[config.mk]
export PLATFORM = sky130hd
export DESIGN_NAME = rr_arbiter_encoder_flat
export DESIGN_NICKNAME = d
export VERILOG_FILES = /design/src/rtl/rr_arbiter_encoder_if.sv /design/src/rtl/rr_arbiter_encoder.sv /design/src/flat_wrapper.sv
export SDC_FILE = /design/constraint.sdc
export NUM_CORES = 1
export LEC_CHECK = 0
export CORE_AREA = 2 2 39 41
export DETAILED_ROUTE_END_ITERATION = 7
export DIE_AREA = 0 0 41 43
export MAX_ROUTING_LAYER = met4
export PLACE_DENSITY = 0.82
export SLEW_MARGIN = 5
export SYNTH_ARGS = -nofsm -noshare
export SYNTH_HDL_FRONTEND = slang
export SYNTH_SLANG_ARGS = --single-unit
[constraint.sdc]
create_clock -name clk -period 4.1 [get_ports clk]
set_input_delay 0.615 -clock clk [delete_from_list [all_inputs] [get_ports clk]]
set_output_delay 0.615 -clock clk [all_outputs]
set_load 0.005 [all_outputs]
[src/rtl/rr_arbiter_encoder_if.sv]
`default_nettype none
// ---------------------------------------------------------------------------
// Module      : rr_arbiter_encoder_if
// Description : Request/grant bundle between N requesters and the
//               rr_arbiter_encoder. The master side drives the requests,
//               mode select and acknowledge. The slave side (the arbiter)
//               returns the registered grant.
// Revision    : 1.0 - initial release
// ---------------------------------------------------------------------------
interface rr_arbiter_encoder_if #(
  parameter int N = 4,
  parameter int W = $clog2(N)
);
  logic [N-1:0] req;
  logic         fixed;
  logic         ack;
  logic [N-1:0] gnt;
  logic [W-1:0] gnt_idx;
  logic         gnt_valid;

  modport master (
    output req, fixed, ack,
    input  gnt, gnt_idx, gnt_valid
  );

  modport slave (
    input  req, fixed, ack,
    output gnt, gnt_idx, gnt_valid
  );
endinterface
`default_nettype wire

[src/rtl/rr_arbiter_encoder.sv]
`default_nettype none
// ---------------------------------------------------------------------------
// Module      : rr_arbiter_encoder
// Description : N-way arbiter with a registered one-hot grant, a binary grant
//               index and grant locking until acknowledge. The arbiter runs
//               either round-robin or fixed priority, with the lowest index
//               winning in fixed-priority mode.
// Revision    : 1.0 - initial release
// ---------------------------------------------------------------------------
module rr_arbiter_encoder #(
  parameter int N = 4,
  parameter int W = $clog2(N)
) (
  input  logic                 clk,
  input  logic                 resetn,
  rr_arbiter_encoder_if.slave  bus
);

  localparam logic [0:0]   ST_IDLE  = 1'b0;
  localparam logic [0:0]   ST_BUSY  = 1'b1;
  localparam logic [W-1:0] LAST_IDX = W'(N - 1);

  logic [0:0]   r_state;
  logic [N-1:0] r_gnt;
  logic [W-1:0] r_gnt_idx;
  logic [W-1:0] r_ptr;

  logic         w_release;
  logic         w_arb_en;
  logic         w_any_req;
  logic [W-1:0] w_ptr_next;
  logic [W-1:0] w_ptr_eff;
  logic [W-1:0] w_fx_idx;
  logic [W-1:0] w_rr_idx;
  logic         w_rr_found;
  logic [W:0]   w_cand;
  logic [W-1:0] w_win_idx;
  logic [N-1:0] w_win_onehot;

  // A held grant is only released by ack. The holder's successor becomes the
  // round-robin start point in that same cycle, so the releaser drops to the
  // lowest priority at once.
  assign w_release  = (r_state == ST_BUSY) && bus.ack;
  assign w_arb_en   = (r_state == ST_IDLE) || w_release;
  assign w_any_req  = |bus.req;
  assign w_ptr_next = (r_gnt_idx == LAST_IDX) ? '0 : r_gnt_idx + W'(1);
  assign w_ptr_eff  = w_release ? w_ptr_next : r_ptr;

  // Fixed priority: scan downward so the lowest set index is the last one assigned.
  always_comb begin
    w_fx_idx = '0;
    for (int i = N - 1; i >= 0; i--) begin
      if (bus.req[i]) w_fx_idx = W'(i);
    end
  end

  // Round-robin: find the first request at or above the pointer, wrapping modulo N.
  // The modulo is done explicitly so non-power-of-two N wraps correctly.
  always_comb begin
    w_rr_idx   = w_ptr_eff;
    w_rr_found = 1'b0;
    w_cand     = '0;
    for (int k = 0; k < N; k++) begin
      w_cand = {1'b0, w_ptr_eff} + (W+1)'(k);
      if (w_cand >= (W+1)'(N)) w_cand = w_cand - (W+1)'(N);
      if (!w_rr_found && bus.req[w_cand[W-1:0]]) begin
        w_rr_found = 1'b1;
        w_rr_idx   = w_cand[W-1:0];
      end
    end
  end

  assign w_win_idx = bus.fixed ? w_fx_idx : w_rr_idx;

  generate
    for (genvar i = 0; i < N; i++) begin : g_onehot
      assign w_win_onehot[i] = (w_win_idx == W'(i));
    end
  endgenerate

  // Grant register and priority pointer. While busy without ack, everything
  // holds regardless of the request or mode inputs.
  always_ff @(posedge clk or negedge resetn) begin
    if (!resetn) begin
      r_state   <= ST_IDLE;
      r_gnt     <= '0;
      r_gnt_idx <= '0;
      r_ptr     <= '0;
    end else begin
      if (w_release) r_ptr <= w_ptr_next;
      if (w_arb_en) begin
        if (w_any_req) begin
          r_state   <= ST_BUSY;
          r_gnt     <= w_win_onehot;
          r_gnt_idx <= w_win_idx;
        end else begin
          r_state   <= ST_IDLE;
          r_gnt     <= '0;
          r_gnt_idx <= '0;
        end
      end
    end
  end

  assign bus.gnt       = r_gnt;
  assign bus.gnt_idx   = r_gnt_idx;
  assign bus.gnt_valid = (r_state == ST_BUSY);

endmodule
`default_nettype wire

[src/flat_wrapper.sv]
// flat-port wrapper written by rule: the top's interface ports become plain ports
module rr_arbiter_encoder_flat 
#(
  parameter int N = 4,
  parameter int W = $clog2(N)
)
  (clk, resetn, bus_req, bus_fixed, bus_ack, bus_gnt, bus_gnt_idx, bus_gnt_valid);
  rr_arbiter_encoder_if #(.N(N), .W(W)) bus_i ();
  input  logic clk;
  input  logic resetn;
  input wire logic [$bits(bus_i.req)-1:0] bus_req;
  input wire logic [$bits(bus_i.fixed)-1:0] bus_fixed;
  input wire logic [$bits(bus_i.ack)-1:0] bus_ack;
  output wire logic [$bits(bus_i.gnt)-1:0] bus_gnt;
  output wire logic [$bits(bus_i.gnt_idx)-1:0] bus_gnt_idx;
  output wire logic [$bits(bus_i.gnt_valid)-1:0] bus_gnt_valid;
  assign bus_i.req = bus_req;
  assign bus_i.fixed = bus_fixed;
  assign bus_i.ack = bus_ack;
  assign bus_gnt = bus_i.gnt;
  assign bus_gnt_idx = bus_i.gnt_idx;
  assign bus_gnt_valid = bus_i.gnt_valid;
  rr_arbiter_encoder #(.N(N), .W(W)) u_core (.clk(clk), .resetn(resetn), .bus(bus_i));
endmodule
==> results.txt, run 1 <==
Via-to-Cell Ratio - 5.652
overall power - 0.3074 mW
area grow syn2layout - 29.09%
ys async rst share - 100.0%
worst-case reg-to-reg path depth - 6
dpl ws - 1642 ps
xor/xnor share of the synthesized area - 0%
Lkg Pwr - 0.3161 nW
Core Rows - 14
Congestion Overflow GR - 0
Worst Hold Class - reg2reg
DPL Wire Length - 1033 um
Setup WS post-layout - 1894 ps
Max Fanout on Critical Path - 7
RSZ-0062 raised after global routing - false
FF/Latch Area - 225.2 um2
vias in the first global route - 460
First-pass DRT Iterations - 4
Root Driver - clkbuf_4
worst path required time - 4240 ps
syn_area_per_cell - 9.822 um2
Yosys reg bits - 9
wirelength, routed - 1257 um
number of buffers inserted by hold repair at cts - 0
final period utilization - 53.82%
vias after detailed routing - 520
CP Capture Type - flop
total CTS buffers - 3
Post-synth top cells - 9 x dfrtp_1, 4 x nand2b_1
hold path endpoint - u_core.bus.gnt[1]$_DFFE_PN0P_
worst-margin pin slew - 895.4 ps
max_slew headroom - 39.75%
first-pass GRT wire length - 1856 um
Peak supply drop - 0.2886 mV
fin util - 54.97%
max-cap viol count - 0
largest net degree at the start of global routing - 10
total of warnings raised by yosys - 0
cell accounting for the most synthesized area - dfrtp_1
clock buffer depth - 2
total track usage - 16.02%
H-Tree Depth - 1
flop2flop setup slack - 2170 ps
post-synthesis mux area share - 0%
initial antenna violation count - 0
initial core utilization - 42.59%
layout cells sized above 1 - 13.16%
r2r startpoint - u_core.bus.gnt_idx[0]$_DFFE_PN0P_
slowest stage delay, CP - 590 ps
filler cell count - 138
data arrival time of the worst path - 2340 ps
Reg2Reg Capture Point - u_core.bus.gnt[2]$_DFFE_PN0P_
RePlAce Congestion - 0.8043
area of the multi-input gates - 334.1 um2
adder-cell share of the synthesized area - 2.123%
syn nets - 69
fin crit period - 2206 ps
Layout Nets - 86
crit path cell chain - clkdlybuf4s50_1, nand4bb_1, a311oi_1, o311a_1, nor4_4, a22o_1
post-synth top area share - 38.22%
Synth Area in Compound Gates - 29.30%
Seq/Total Area, Yosys - 38.22%
CTS tree - done
top_reg_cell synth - dfrtp_1
Worst Skew - 5.277 ps
routed len/inst - 13.66 um
Ant. Diodes - 0
CTS clk-pin slew, worst paths - 50 ps
hold depth - 2
Critical-path top delay cell - clkdlybuf4s50_1
Mapped Cells - 60
Startpoint Class - primary input
Sink Count - 9
status - completed
top cells by area, synth - dfrtp_1 38%, a21bo_2 5.1%, a22o_1 4.5%
Hold WS - 494.9 ps
synthesized area - 589.3 um2
num ports - 15
Die X - 41 um
Core ar. - 1384 um2
post-CTS resize count - 0
Hold Startpoint - u_core.bus.gnt[1]$_DFFE_PN0P_
Max Fclk - 453.2 MHz
final hold violation count - 0
setup_tns - 0 ps
Iter 0 DRT Violations - 9
Die Ht - 43 um
Clock Latency Late Sink - 250 ps
count leader, synth - dfrtp_1
Pwr Density - 404.0 nW/um2
simple-gate share of the synthesized area - 25.27%
ANT nets after route - 0
# Post-CTS Setup Buffers - 0
# setup viols final - 0
total die area - 1763 um2
Slew Limit Fails - 0
Crit Path Class - in2reg
Post-synth EDFFs - 0
largest family of logic cells by synthesized area - compound AO/OA/AOI/OAI gates
drt drc - 0
Cell variety after synth - 33
IO buf count - 14
metrics by stage:
stage                     area (um2)  cells
after floorplan                589.3     60
after global placement         734.5     88
final                          760.7     92
after CTS                      760.7     92
after global routing           760.7     92
after detailed placement       734.5     88
worst max path at each step:
stage,startpoint,to,slack (ps),cells after the start
after global placement,bus_ack,u_core.bus.gnt[2]$_DFFE_PN0P_,1700,6
after detailed placement,bus_ack,u_core.bus.gnt[2]$_DFFE_PN0P_,1640,6
after global routing,bus_req[0],u_core.bus.gnt[1]$_DFFE_PN0P_,1810,5
after floorplan,bus_fixed,u_core.bus.gnt[3]$_DFFE_PN0P_,2330,6
after CTS,bus_ack,u_core.bus.gnt[2]$_DFFE_PN0P_,1910,6
final,bus_ack,u_core.bus.gnt[2]$_DFFE_PN0P_,1890,6
power breakdown:
group	switching [mW]	leakage, nW	internal (mW)
logic	0.0550	0.190	0.0681
clock network	0.0275	0.0150	0.0373
registers	0.0119	0.111	0.108
sequential cells by signal (all words and copies together) (netlist names):
name	cells
u_core.bus.gnt	4
u_core.bus.gnt_idx	2
u_core.r_ptr	2
u_core.bus.gnt_valid	1
final cells by class:
class | instances | area share (%)
Multi-Input combinational cell | 45 | 43.91
Sequential cell | 9 | 29.61
Timing Repair Buffer | 14 | 18.42
Clock buffer | 4 | 3.454
Tap cell | 16 | 2.632
Inverter | 4 | 1.974
logic make-up (layout without fill, tap and decap cells):
family	Yosys count	in the layout
simple gates	21	21
flops	9	9
buf+inv	6	22
compound gates	23	23
fa+ha+maj	1	1
worst max-delay path, delay by kind of cell:
kind            cells  cell delay (ps)
compound gates      3              890
simple gates        2              240
buf+inv             1              590
per-layer routing:
metal	GRT usage (%)	routed length [um]	vias up	part of all wire, %
met3	6.283	51	0	4.1
met1	18.67	555	250	44
met2	25.00	650	12	52
li1	-	-	258	-
met5	-	0	-	0
met4	4.000	0	0	0
layout by cell type, fill, tap and decap left out, types with 2 or more instances in the layout:
master,Yosys,final
a21oi_1,3,3
nor2b_1,2,2
inv_1,3,3
and2_1,2,2
nand3_1,2,2
nand2b_1,4,4
a22o_1,3,3
nand2_1,3,3
a21bo_2,3,3
o21ai_1,3,3
dfrtp_1,9,9
clkbuf_4,0,3
o211ai_1,2,2
clkdlybuf4s50_1,0,14
No activity file was read; power rests on OpenSTA's default activity.
==> inputs of run 2 (changes only) <==
Settings changed: CORE_AREA 2 2 39 41 to not set, CORE_UTILIZATION set to 41, DIE_AREA 0 0 41 43 to not set, PLACE_DENSITY 0.82 to 0.8.
Clock period 4.1 ns to 1.8 ns, I/O delays scaled along.
==> run 2 against run 1 <==
Die area is 9.7% lower. Clock power is 140% higher. Final cell count up 11%. Sequential power is 130% higher. Total power grew to 2.6 times the previous value. Via count rose by 8.5%. Design area grew 18%. Sequential share of layout area decreased by 4.5 points. Wire length increased by 15%. Critical path type is now reg2reg. Non-clock buffer count grew 11. Global-route usage increased by 3.5 points.
==> results.txt, run 2 (synthesis gave the netlist of run 1 again) <==
DPL Wire Length - 1017 um (-1.6%)
Placed Cells - 98 (+11%)
first-pass GRT wire length - 1897 um (+2.2%)
Clock Latency Late Sink - 260 ps (about the same)
Startpoint Class - flop
initial antenna violation count - 0 (unchanged)
drt drc - 0 (unchanged)
Iter 0 DRT Violations - 3 (-6)
Max Fanout on Critical Path - 3 (-4)
routed len/inst - 14.21 um (+4.0%)
Crit Path Class - reg2reg
area grow syn2layout - 52.44%
ANT nets after route - 0 (unchanged)
total die area - 1593 um2 (-9.7%)
non-filler instance count after layout - 102 (+11%)
Peak supply drop - 0.6648 mV (+130%)
Layout Nets - 97 (+13%)
wirelength, routed - 1449 um (+15%)
initial core utilization - 44.73% (+2.1 points)
area of the multi-input gates - 386.6 um2 (+16%)
Via-to-Cell Ratio - 5.529 (-2.2%)
layout cells sized above 1 - 31.03% (+18 points)
worst path required time - 2000 ps (-2240 ps)
Congestion Overflow GR - 0 (unchanged)
Reg2Reg Capture Point - u_core.bus.gnt[2]$_DFFE_PN0P_
Lkg Pwr - 0.3899 nW (+23%)
Hold WS - 299.2 ps (-195.7 ps)
clock buffer depth - 2 (unchanged)
Max Fclk - 560.4 MHz
filler cell count - 113 (-18%)
Sink Count - 9 (unchanged)
worst-margin pin slew - 399.7 ps (-495.7 ps)
Die X - 39.91 um (-2.7%)
# setup viols final - 0 (unchanged)
vias in the first global route - 464 (+0.87%)
data arrival time of the worst path - 1980 ps (-360 ps)
slowest stage delay, CP - 410 ps (-180 ps)
H-Tree Depth - 1 (unchanged)
Pwr Density - 883.5 nW/um2 (+120%)
CP Capture Type - flop
CTS tree - done
max_slew headroom - 73.27% (+34 points)
Slew Limit Fails - 0 (unchanged)
num ports - 15 (unchanged)
total track usage - 19.54% (+3.5 points)
r2r startpoint - u_core.bus.gnt_idx[1]$_DFFE_PN0P_
flop2flop setup slack - 20 ps (-2150 ps)
Critical-path top delay cell - dfrtp_1
final period utilization - 99.14%
FF/Latch Area - 225.2 um2 (unchanged)
CTS clk-pin slew, worst paths - 60 ps (about the same)
Core Rows - 13 (-1)
status - completed
most frequent cells in the layout - 13 x clkdlybuf4s50_1, 11 x buf_4, 9 x dfrtp_1
total CTS buffers - 3 (unchanged)
RePlAce Congestion - 0.8701 (+8.2%)
vias after detailed routing - 564 (+8.5%)
setup_tns - 0 ps (unchanged)
fin crit period - 1785 ps
Die Ht - 39.91 um (-7.2%)
largest net degree at the start of global routing - 10 (unchanged)
worst setup path startpoint - u_core.bus.gnt_idx[1]$_DFFE_PN0P_
number of buffers inserted by hold repair at cts - 0 (unchanged)
Root Driver - clkbuf_4
First-pass DRT Iterations - 4 (unchanged)
Worst Skew - 3.339 ps (-1.938 ps)
worst-case reg-to-reg path depth - 6 (unchanged)
Largest register FFs - 4 (unchanged)
Worst Hold Class - in2async
RSZ-0062 raised after global routing - true
crit path cell chain - ha_4, nand3_2, and2_4, o311a_4, nor4_4, a22o_1
commonest non-fill, non-tap cell in the layout - clkdlybuf4s50_1
Ant. Diodes - 0 (unchanged)
Core ar. - 1318 um2 (-4.8%)
final hold violation count - 0 (unchanged)
IO buf count - 14 (unchanged)
max-cap viol count - 0 (unchanged)
-- run 2: timing repair --
action,CTS,global route
pin swaps,3,6
endpoints found under the setup margin,2,6
gates resized for setup,2,4
buffers inserted,0,0
-- run 2: report_power, final --
part	internal [mW]	leakage [nW]	switching, mW
clock network	0.0820	0.0177	0.0730
logic	0.215	0.261	0.152
registers	0.245	0.111	0.0274
-- run 2: per-layer routing --
metal | share of wire, % | GRT usage, % | vias to the layer above | wire [um]
met5 | 0 | - | - | 0
met4 | 0 | 10.34 | 0 | 0
met3 | 4.8 | 3.977 | 0 | 70
met2 | 48 | 31.05 | 17 | 690
met1 | 47 | 22.89 | 263 | 687
li1 | - | - | 284 | -
-- run 2: final cells by class --
| class | instances | share of cell area, % |
|---|---|---|
| flip-flops and latches | 9 | 25.07 |
| clock inverters | 1 | 0.5571 |
| clock buffers | 3 | 2.507 |
| repair buffers | 25 | 25.07 |
| multi-input cells | 45 | 43.04 |
| well taps | 15 | 2.089 |
| inverters | 4 | 1.671 |
-- run 2: worst max path at each step --
| stage | end | slack (ps) |
|---|---|---|
| floorplan | u_core.bus.gnt[2]$_DFFE_PN0P_ | 30 |
| global placement | u_core.bus.gnt[3]$_DFFE_PN0P_ | -250 |
| detailed placement | u_core.bus.gnt[3]$_DFFE_PN0P_ | -250 |
| CTS | u_core.bus.gnt[2]$_DFFE_PN0P_ | -40 |
| global route | u_core.bus.gnt[2]$_DFFE_PN0P_ | -50 |
| finish | u_core.bus.gnt[2]$_DFFE_PN0P_ | 20 |
-- run 2: stage by stage --
step / cell area, um2 / utilization [%] / worst slack, ps / total power [mW]
finish: 898.4 / 68.19 / 15.42 / 0.7937
global route: 898.4 / 68.19 / -54.17 / 0.8451
CTS: 867.1 / 65.81 / -37.37 / 0.7880
detailed placement: 815.8 / 61.92 / -251.5 / 0.6033
global placement: 815.8 / 61.92 / -252.8 / 0.5959
floorplan: 589.3 / - / 33.48 / 0.4408
-- run 2: critical path: cells and delay by family (launching register included) --
kind | cells | cell delay (ps)
flops | 1 | 410
compound gates | 2 | 500
simple gates | 3 | 530
fa+ha+maj | 1 | 280
